--- src/rtl/game_sequencer_pkg.sv ---
`default_nettype none
// ============================================================================
//  Module      : game_sequencer_pkg
//  Description : Shared state encodings, coordinate width and datapath defaults
//  Revision    : 1.0 - initial release
// ============================================================================
package game_sequencer_pkg;

    localparam int c_COORD_W      = 9;
    localparam int c_DIFF_W       = c_COORD_W + 1;
    localparam int c_DEF_TICK_DIV = 10_000_000;
    localparam int c_DEF_LIVES    = 3;

    localparam logic [1:0] c_ST_IDLE = 2'd0;
    localparam logic [1:0] c_ST_PLAY = 2'd1;
    localparam logic [1:0] c_ST_HIT  = 2'd2;
    localparam logic [1:0] c_ST_OVER = 2'd3;

    // Magnitude of a-b computed one bit wider so it can never wrap.
    function automatic logic [c_DIFF_W-1:0] abs_diff(
        input logic [c_COORD_W-1:0] a,
        input logic [c_COORD_W-1:0] b
    );
        logic [c_DIFF_W-1:0] w_a;
        logic [c_DIFF_W-1:0] w_b;
        w_a = {1'b0, a};
        w_b = {1'b0, b};
        return (w_a >= w_b) ? (w_a - w_b) : (w_b - w_a);
    endfunction

endpackage
`default_nettype wire

--- src/rtl/game_sequencer_tick_gen.sv ---
`default_nettype none
// ============================================================================
//  Module      : game_sequencer_tick_gen
//  Description : Free-running divider producing a 1-cycle game tick
//  Revision    : 1.0 - initial release
// ============================================================================
module game_sequencer_tick_gen
    import game_sequencer_pkg::*;
#(
    parameter int TICK_DIV = c_DEF_TICK_DIV
) (
    input  logic clk,
    input  logic rst,
    output logic tick
);

    localparam int                 c_CNT_W    = (TICK_DIV > 1) ? $clog2(TICK_DIV) : 1;
    localparam logic [c_CNT_W-1:0] c_CNT_LAST = c_CNT_W'(TICK_DIV - 1);

    logic [c_CNT_W-1:0] r_cnt;

    always_ff @(posedge clk) begin
        if (rst) begin
            r_cnt <= '0;
        end else if (r_cnt == c_CNT_LAST) begin
            r_cnt <= '0;
        end else begin
            r_cnt <= r_cnt + 1'b1;
        end
    end

    assign tick = (r_cnt == c_CNT_LAST);

endmodule
`default_nettype wire

--- src/rtl/game_sequencer.sv ---
`default_nettype none
// ============================================================================
//  Module      : game_sequencer
//  Description : Game FSM: button edges, collision, score/lives and movement strobes
//  Revision    : 1.0 - initial release
// ============================================================================
module game_sequencer
    import game_sequencer_pkg::*;
#(
    parameter int TICK_DIV     = c_DEF_TICK_DIV,
    parameter int ENEMY_DIV    = 4,
    parameter int BULLET_Y_MAX = 400,
    parameter int ENEMY_Y_MIN  = 40,
    parameter int HIT_W        = 16,
    parameter int HIT_H        = 16,
    parameter int HIT_HOLD     = 8,
    parameter int LIVES        = c_DEF_LIVES,
    parameter int SCORE_W      = 8
) (
    input  logic                 clk,
    input  logic                 rst,
    input  logic                 start,
    input  logic                 fire,
    input  logic [c_COORD_W-1:0] bullet_x,
    input  logic [c_COORD_W-1:0] bullet_y,
    input  logic                 bullet_live,
    input  logic [c_COORD_W-1:0] enemy_x,
    input  logic [c_COORD_W-1:0] enemy_y,
    output logic                 tick,
    output logic                 fire_pulse,
    output logic                 bullet_step,
    output logic                 bullet_kill,
    output logic                 enemy_step,
    output logic                 enemy_respawn,
    output logic [SCORE_W-1:0]   score,
    output logic [1:0]           lives,
    output logic [1:0]           state,
    output logic                 game_over
);

    localparam int                   c_ENEMY_W      = (ENEMY_DIV > 1) ? $clog2(ENEMY_DIV) : 1;
    localparam int                   c_HOLD_W       = (HIT_HOLD > 1) ? $clog2(HIT_HOLD) : 1;
    localparam logic [c_ENEMY_W-1:0] c_ENEMY_LAST   = c_ENEMY_W'(ENEMY_DIV - 1);
    localparam logic [c_HOLD_W-1:0]  c_HOLD_LAST    = c_HOLD_W'(HIT_HOLD - 1);
    localparam logic [c_COORD_W-1:0] c_BULLET_Y_MAX = c_COORD_W'(BULLET_Y_MAX);
    localparam logic [c_COORD_W-1:0] c_ENEMY_Y_MIN  = c_COORD_W'(ENEMY_Y_MIN);
    localparam logic [c_DIFF_W-1:0]  c_HIT_W        = c_DIFF_W'(HIT_W);
    localparam logic [c_DIFF_W-1:0]  c_HIT_H        = c_DIFF_W'(HIT_H);
    localparam logic [1:0]           c_LIVES        = 2'(LIVES);

    logic                 w_tick;
    logic                 w_start_e;
    logic                 w_fire_e;
    logic                 w_hit_event;
    logic                 w_bullet_out;
    logic                 w_enemy_low;
    logic                 w_enemy_wrap;

    logic                 r_start_q;
    logic                 r_fire_q;
    logic [1:0]           r_state;
    logic [c_ENEMY_W-1:0] r_enemy_cnt;
    logic [c_HOLD_W-1:0]  r_hold_cnt;
    logic [SCORE_W-1:0]   r_score;
    logic [1:0]           r_lives;
    logic                 r_fire_pulse;
    logic                 r_bullet_step;
    logic                 r_bullet_kill;
    logic                 r_enemy_step;
    logic                 r_enemy_respawn;

    game_sequencer_tick_gen #(
        .TICK_DIV (TICK_DIV)
    ) u_tick_gen (
        .clk  (clk),
        .rst  (rst),
        .tick (w_tick)
    );

    assign w_start_e    = start & ~r_start_q;
    assign w_fire_e     = fire & ~r_fire_q;
    assign w_hit_event  = bullet_live
                        && (abs_diff(bullet_x, enemy_x) < c_HIT_W)
                        && (abs_diff(bullet_y, enemy_y) < c_HIT_H);
    assign w_bullet_out = bullet_live && (bullet_y >= c_BULLET_Y_MAX);
    assign w_enemy_low  = (enemy_y <= c_ENEMY_Y_MIN);
    assign w_enemy_wrap = (r_enemy_cnt == c_ENEMY_LAST);

    always_ff @(posedge clk) begin
        if (rst) begin
            r_start_q       <= 1'b0;
            r_fire_q        <= 1'b0;
            r_state         <= c_ST_IDLE;
            r_enemy_cnt     <= '0;
            r_hold_cnt      <= '0;
            r_score         <= '0;
            r_lives         <= 2'd0;
            r_fire_pulse    <= 1'b0;
            r_bullet_step   <= 1'b0;
            r_bullet_kill   <= 1'b0;
            r_enemy_step    <= 1'b0;
            r_enemy_respawn <= 1'b0;
        end else begin
            r_start_q       <= start;
            r_fire_q        <= fire;
            r_fire_pulse    <= 1'b0;
            r_bullet_step   <= 1'b0;
            r_bullet_kill   <= 1'b0;
            r_enemy_step    <= 1'b0;
            r_enemy_respawn <= 1'b0;
            case (r_state)
                c_ST_IDLE: begin
                    if (w_start_e) begin
                        r_state         <= c_ST_PLAY;
                        r_score         <= '0;
                        r_lives         <= c_LIVES;
                        r_enemy_cnt     <= '0;
                        r_enemy_respawn <= 1'b1;
                    end
                end
                c_ST_PLAY: begin
                    // A press while a bullet is in flight is simply lost.
                    if (w_fire_e && !bullet_live) begin
                        r_fire_pulse <= 1'b1;
                    end
                    if (w_tick) begin
                        r_enemy_cnt <= w_enemy_wrap ? '0 : r_enemy_cnt + 1'b1;
                        if (w_hit_event) begin
                            r_bullet_kill   <= 1'b1;
                            r_enemy_respawn <= 1'b1;
                            r_score         <= (&r_score) ? r_score : r_score + 1'b1;
                            r_hold_cnt      <= '0;
                            r_state         <= c_ST_HIT;
                        end else begin
                            if (w_bullet_out) begin
                                r_bullet_kill <= 1'b1;
                            end else if (bullet_live) begin
                                r_bullet_step <= 1'b1;
                            end
                            if (w_enemy_wrap) begin
                                r_enemy_step <= 1'b1;
                            end
                            if (w_enemy_low) begin
                                r_enemy_respawn <= 1'b1;
                                r_lives         <= r_lives - 2'd1;
                                r_enemy_cnt     <= '0;
                                if (r_lives == 2'd1) begin
                                    r_state <= c_ST_OVER;
                                end
                            end
                        end
                    end
                end
                c_ST_HIT: begin
                    if (w_tick) begin
                        if (r_hold_cnt == c_HOLD_LAST) begin
                            r_state <= c_ST_PLAY;
                        end else begin
                            r_hold_cnt <= r_hold_cnt + 1'b1;
                        end
                    end
                end
                c_ST_OVER: begin
                    if (w_start_e) begin
                        r_state <= c_ST_IDLE;
                    end
                end
                default: begin
                    r_state <= c_ST_IDLE;
                end
            endcase
        end
    end

    assign tick          = w_tick;
    assign fire_pulse    = r_fire_pulse;
    assign bullet_step   = r_bullet_step;
    assign bullet_kill   = r_bullet_kill;
    assign enemy_step    = r_enemy_step;
    assign enemy_respawn = r_enemy_respawn;
    assign score         = r_score;
    assign lives         = r_lives;
    assign state         = r_state;
    assign game_over     = (r_state == c_ST_OVER);

endmodule
`default_nettype wire

--- config.mk ---
export PLATFORM = sky130hd
export DESIGN_NAME = game_sequencer
export DESIGN_NICKNAME = d
export VERILOG_FILES = /design/src/rtl/game_sequencer_pkg.sv /design/src/rtl/game_sequencer_tick_gen.sv /design/src/rtl/game_sequencer.sv
export SDC_FILE = /design/constraint.sdc
export NUM_CORES = 1
export LEC_CHECK = 0
export BUFFER_PORTS_ARGS = -buffer_cell sky130_fd_sc_hd__buf_2
export CAP_MARGIN = 20
export CORE_ASPECT_RATIO = 1.1
export CORE_MARGIN = 2
export CORE_UTILIZATION = 28
export CTS_BUF_LIST = sky130_fd_sc_hd__clkbuf_16
export DETAILED_ROUTE_END_ITERATION = 10
export HOLD_SLACK_MARGIN = 0.08
export PLACE_DENSITY = 0.42
export SLEW_MARGIN = 10
export SYNTH_ARGS = -nofsm -noshare
export SYNTH_HDL_FRONTEND = slang
export SYNTH_SLANG_ARGS = --single-unit
export TNS_END_PERCENT = 50
--- constraint.sdc ---
create_clock -name clk -period 8.5 [get_ports clk]
set_input_delay 0.85 -clock clk [delete_from_list [all_inputs] [get_ports clk]]
set_output_delay 0.85 -clock clk [all_outputs]
set_load 0.01 [all_outputs]
# Yosys cells after proc, flatten, opt, wreduce, memory -nomap -nowiden
# Index checks and enable logic that the tools add are counted.
# totals
output_inout_bits	19
ff_bits	48
word_cells	113
in_bits	41
# classes
n_lt_le_gt_ge	6
bitwise	6
n_reduce_logical	19
n_mux	41
add_sub_neg	9
eq_ne	19
# op_table
operator	n
subtractor 9 x 9 -> 10 bit	4
two-way mux 2 bit	16
two-way mux 8 bit	4
adder 24 x 1 -> 24 bit (second input constant)	1
== test 24 bit (second input constant)	1
less-than comparator 10 x 5 -> 1 bit (second input constant)	2
two-way mux 10 bit	2
greater-or-equal comparator 9 bit	2
!= test 2 bit (second input constant)	9
case mux 8 bit (2 select lines)	1
AND reduction 5 bit	3
two-way mux 3 bit	4
greater-or-equal comparator 9 bit (second input constant)	1
less-or-equal comparator 9 x 6 -> 1 bit (second input constant)	1
two-way mux 1 bit	9
adder 8 x 1 -> 8 bit (second input constant)	1
case mux 2 bit (2 select lines)	2
case mux 2 bit (4 select lines)	1
AND reduction 8 bit	1
AND reduction 7 bit	1
== test 2 bit (second input constant)	3
!= test 3 bit (second input constant)	2
case mux 3 bit (2 select lines)	1
OR reduction 5 bit	1
17 further kinds	27

# Logic depth before layout (Yosys ltp)
# depth
ltp_word	8
ltp_mapped	12
depth_no_buf	11

# Hierarchy
# From an unflattened synthesis, not the netlist that was laid out.
# hier_totals
hier_cells	532
area_unflattened_um2	4073.9
# modules_own_cells
module	n_inst	seq_area_each_um2	cells_per_inst	area_each_um2
game_sequencer	1	480.5	398	2915.3
game_sequencer_tick_gen	1	480.5	134	1158.6

# Worst setup path after synthesis
# OpenSTA, ideal clock, no wires.
# synth_timing
kind	input-to-reg
startpoint	input bullet_y[6]
endpoint	register r_score[3] (netlist: score[3])
setup_ps	70
cell_stages	12
arrival_time_ps	3442
setup_slack_ps	4988
required_ps	8430
path_cell_list	inv_1 ha_1 buf_4 xor2_1 o22a_1 a2111oi_2 mux2i_1 a2111o_1 a211oi_2 nand3_2 or3_1 a21oi_1
# synth_via
elab_chain_len	6
word_cells_on_any_way	8
# synth_lines
element	line_no	rtl
start, declared	game_sequencer.sv:25	input logic [c_COORD_W-1:0] bullet_y,
subtractor 9 x 9 -> 10 bit or greater-or-equal comparator 9 bit (tied branches)	game_sequencer_pkg.sv:28	return (w_a >= w_b) ? (w_a - w_b) : (w_b - w_a);
two-way mux 10 bit (*)	game_sequencer_pkg.sv:28	
less-than comparator 10 x 5 -> 1 bit (*)	game_sequencer.sv:84	&& (abs_diff(bullet_y, enemy_y) < c_HIT_H);
logical AND 1 bit (*)	game_sequencer.sv:84	
!= test 2 bit (no source line) (*)	--	
AND reduction 5 bit (no source line) (*)	--	
end signal, assigned	game_sequencer.sv:131	r_score <= (&r_score) ? r_score : r_score + 1'b1;
end, declared	game_sequencer.sv:64	logic [SCORE_W-1:0] r_score;
# Every way passes the cells marked *; elsewhere a longest branch is shown, timed or not.
# A chain may end at the register's enable or synchronous reset.

# Worst setup path after layout
# layout_timing
startpoint	input bullet_x[1]
endpoint	register r_enemy_respawn (netlist: enemy_respawn)
# layout_via
elab_chain_len	8
word_cells_on_any_way	10
# layout_lines
element	line_no	rtl
start, declared	game_sequencer.sv:24	input logic [c_COORD_W-1:0] bullet_x,
subtractor 9 x 9 -> 10 bit or greater-or-equal comparator 9 bit (tied branches)	game_sequencer_pkg.sv:28	
two-way mux 10 bit (*)	game_sequencer_pkg.sv:28	
less-than comparator 10 x 5 -> 1 bit (*)	game_sequencer.sv:83	&& (abs_diff(bullet_x, enemy_x) < c_HIT_W)
logical AND 1 bit (*)	game_sequencer.sv:83	
logical AND 1 bit (*)	game_sequencer.sv:84	
two-way mux 1 bit (*)	game_sequencer.sv:128	if (w_hit_event) begin
two-way mux 1 bit (*)	game_sequencer.sv:126	if (w_tick) begin
case mux 1 bit (2 select lines) (*)	game_sequencer.sv:111	case (r_state)
end signal, assigned	game_sequencer.sv:110	r_enemy_respawn <= 1'b0;
end signal, assigned	game_sequencer.sv:118	r_enemy_respawn <= 1'b1;
end signal, assigned	game_sequencer.sv:130	r_enemy_respawn <= 1'b1;
end, declared	game_sequencer.sv:70	logic r_enemy_respawn;
# Marks and branches as above.

==> results_dict.tcl <==
set metrics [dict create \
    final_core_util_pct 33.44 \
    vias_per_cell 4.952 \
    antenna_cells 0 \
    grt-ovfl-total 0 \
    dieWidth_um 115.5 \
    synth_xor_area_share_pct 6.172 \
    ys_warn_count 0 \
    synth_edf_count 0 \
    ys_ff_latch 48 \
    clk_pin_slew_ns 0.06 \
    clock_sinks 48 \
    dieHeight_um 126.7 \
    fmax_mhz 247.4 \
    cts_tree "yes" \
    grt_pass1_wl_um 16970 \
    drv_cap 0 \
    cts_resized 0 \
    clockRootBuffer "clkbuf_16" \
    path_class "input port to flop" \
    drtAntennaViolNets 0 \
    netlist_area_um2 3831 \
    setup_viol 0 \
    initial_utilization_pct 28.88 \
    max_slew_margin_pct 34.99 \
    start_kind "input port" \
    slew_viol_final 0 \
    drt_first_pass_iters 4 \
    p_per_area_nw_per_um2 125.9 \
    routed_wl_um 9922 \
    outcome "complete, no violations" \
    dp_hpwl_um 7820 \
    synthCells 495 \
    vias 3620 \
    grt_max_degree 25 \
    rsz0062_at_grt "no" \
    numPortBuffers 59 \
    arrival_ns 4.25 \
    tns_ns 0 \
    synthArstFlopShare_pct 0 \
    drive_gt1_share_pct 14.44 \
    syn_area_per_cell_um2 7.740 \
    tightest_slew_ns 0.9506 \
    synth-compound-area-share_pct 20.57 \
    cp.required_ns 8.71 \
    period_needed_ns 4.041 \
    synthAdderAreaFrac_pct 13.72 \
    htree_levels 2 \
    drt_iter0_drc 245 \
    antenna_found_initial 0 \
    fin_skew_ns 0.006843 \
    layout_commonest_cell "buf_2" \
    drc 0 \
    die_area_um2 14640 \
    hold_viol_final 0 \
    critPathMaxFanout 5 \
    cts_buffers 5 \
    synth_cell_types 62 \
    core_um2 13270 \
    fin_nets 629 \
    synth_top_family_by_area "simple AND/OR/NAND/NOR gates" \
    num_rows 44 \
    p_leak_nw 1.958 \
    cts_setup_buffers 0 \
    cts_buffer_depth 2 \
    clk_latency_ns 0.29 \
    ys_seq_area_share_pct 25.08 \
    synthFlopType "dfxtp_1" \
    holdBufCountCts 0 \
    grt_use_total_pct 14.04 \
    ios 60 \
    gp_congestion 0.8092 \
    final_cell_mix "buf_2 (59), dfxtp_1 (48), inv_1 (46)" \
    synth-simple-area-share_pct 27.20 \
    fillers 1428 \
    grt_pass1_vias 3534 \
    min_path_type "flop to flop" \
    syn-num-nets 578 \
    vdd_drop_max_mv 0.09076 \
    synthToLayoutAreaGrowth_pct 15.81 \
    min_period_over_period_pct 47.55 \
    setup.worst_path.end_class "flop" \
    wl_per_cell_um 13.57 \
    synthMuxAreaShare_pct 1.078 \
]
-- routing by layer --
metal	track usage, %	vias to the layer above	wire length (um)
li1	-	1866	-
met1	18.03	1678	4567
met2	24.49	64	4881
met3	1.959	12	329
met4	3.614	0	144
met5	0	-	0
-- path summary, 6_finish.rpt --
path,from,to,slack [ns],cells past startpoint
worst max-delay path,bullet_x[1],enemy_respawn$_SDFF_PP0_,4.46,12
worst min-delay path,r_fire_q$_SDFF_PP0_,fire_pulse$_SDFF_PP0_,0.40,1
worst max register to register,u_tick_gen.r_cnt[0]$_SDFF_PP0_,lives[0]$_SDFFE_PP0P_,5.54,8
worst min register to register,r_fire_q$_SDFF_PP0_,fire_pulse$_SDFF_PP0_,0.40,1
-- Yosys cell counts (4+ instances only) --
library cell | number | share of area, %
dfxtp_1 | 48 | 25
inv_1 | 46 | 4.5
nor2_1 | 45 | 4.4
ha_1 | 42 | 14
nand2_1 | 34 | 3.3
o21ai_0 | 24 | 3.1
a21oi_1 | 22 | 2.9
nand3_1 | 20 | 2.6
xor2_1 | 15 | 3.4
nor3_1 | 13 | 1.7
nand2b_1 | 12 | 2.0
xnor2_1 | 12 | 2.7
and3_1 | 11 | 1.8
clkbuf_1 | 11 | 1.1
nand4_1 | 11 | 1.8
or3_1 | 10 | 1.6
nor2b_1 | 9 | 1.5
a21o_1 | 8 | 1.6
a31oi_1 | 8 | 1.3
and2_1 | 8 | 1.3
o211ai_1 | 8 | 1.6
o21a_1 | 7 | 1.4
nor4b_1 | 5 | 1.1
o21ai_1 | 5 | 0.65
a211oi_1 | 4 | 0.78
or2_2 | 4 | 0.65
-- kinds of logic (layout without fill, tap and decap cells) --
kind of cell             Yosys count  count (layout)
AND/OR/NAND/NOR                  198             198
AO/OA/AOI/OAI                    115             115
buffers and inverters             61             113
flip-flops                        48              48
adder cells (fa/ha/maj)           42              42
XOR/XNOR                          27              27
multiplexers                       4               4
-- metrics by stage --
step           total power [mW]  hold WS [ns]  worst slack [ns]  cell area, um^2  std cells
6_report                 0.5586        0.3981             4.459             4437        731
5_1_grt                  0.5927        0.4480             4.119             4437        731
4_1_cts                  0.5652        0.3958             4.388             4437        731
3_5_place_dp             0.3672        0.3826             4.114             4293        723
3_3_place_gp             0.3681        0.3841             4.112             4293        723
2_1_floorplan            0.3302        0.3736             4.988             3831        495
-- power by group --
part	total (mW)	internal, mW	leakage [nW]	switching, mW
Clock	0.197	0.109	0.0736	0.0879
Sequential	0.231	0.228	0.389	0.00299
Combinational	0.131	0.0543	1.50	0.0768
-- sequential cells by signal, summed over array words and instances (netlist names), 2 cells and up --
signal,count
score,8
r_enemy_cnt,2
r_hold_cnt,3
state,2
u_tick_gen.r_cnt,24
lives,2
-- cell type report --
| type | instances | area (um^2) | share of cell area, % |
|---|---|---|---|
| tap | 184 | 230.2 | 5.189 |
| sequential | 48 | 960.9 | 21.66 |
| clock buffer | 5 | 125.1 | 2.820 |
| multi-input combinational | 386 | 2634 | 59.36 |
| clock inverter | 3 | 18.77 | 0.4230 |
| timing repair buffer | 59 | 295.3 | 6.655 |
| inverter | 46 | 172.7 | 3.892 |
-- worst max-delay path, stage by stage --
cell and delay, ns:
buf_2 0.09, inv_1 0.04, ha_1 0.30, nor2b_1 0.15
o21ai_1 0.23, a31oi_1 0.17, o32a_1 0.40, a2111oi_0 0.76
o211ai_1 0.23, a2111oi_2 0.60, o21ai_0 0.23, a21oi_1 0.19
Power figures use the tool's default switching activity.
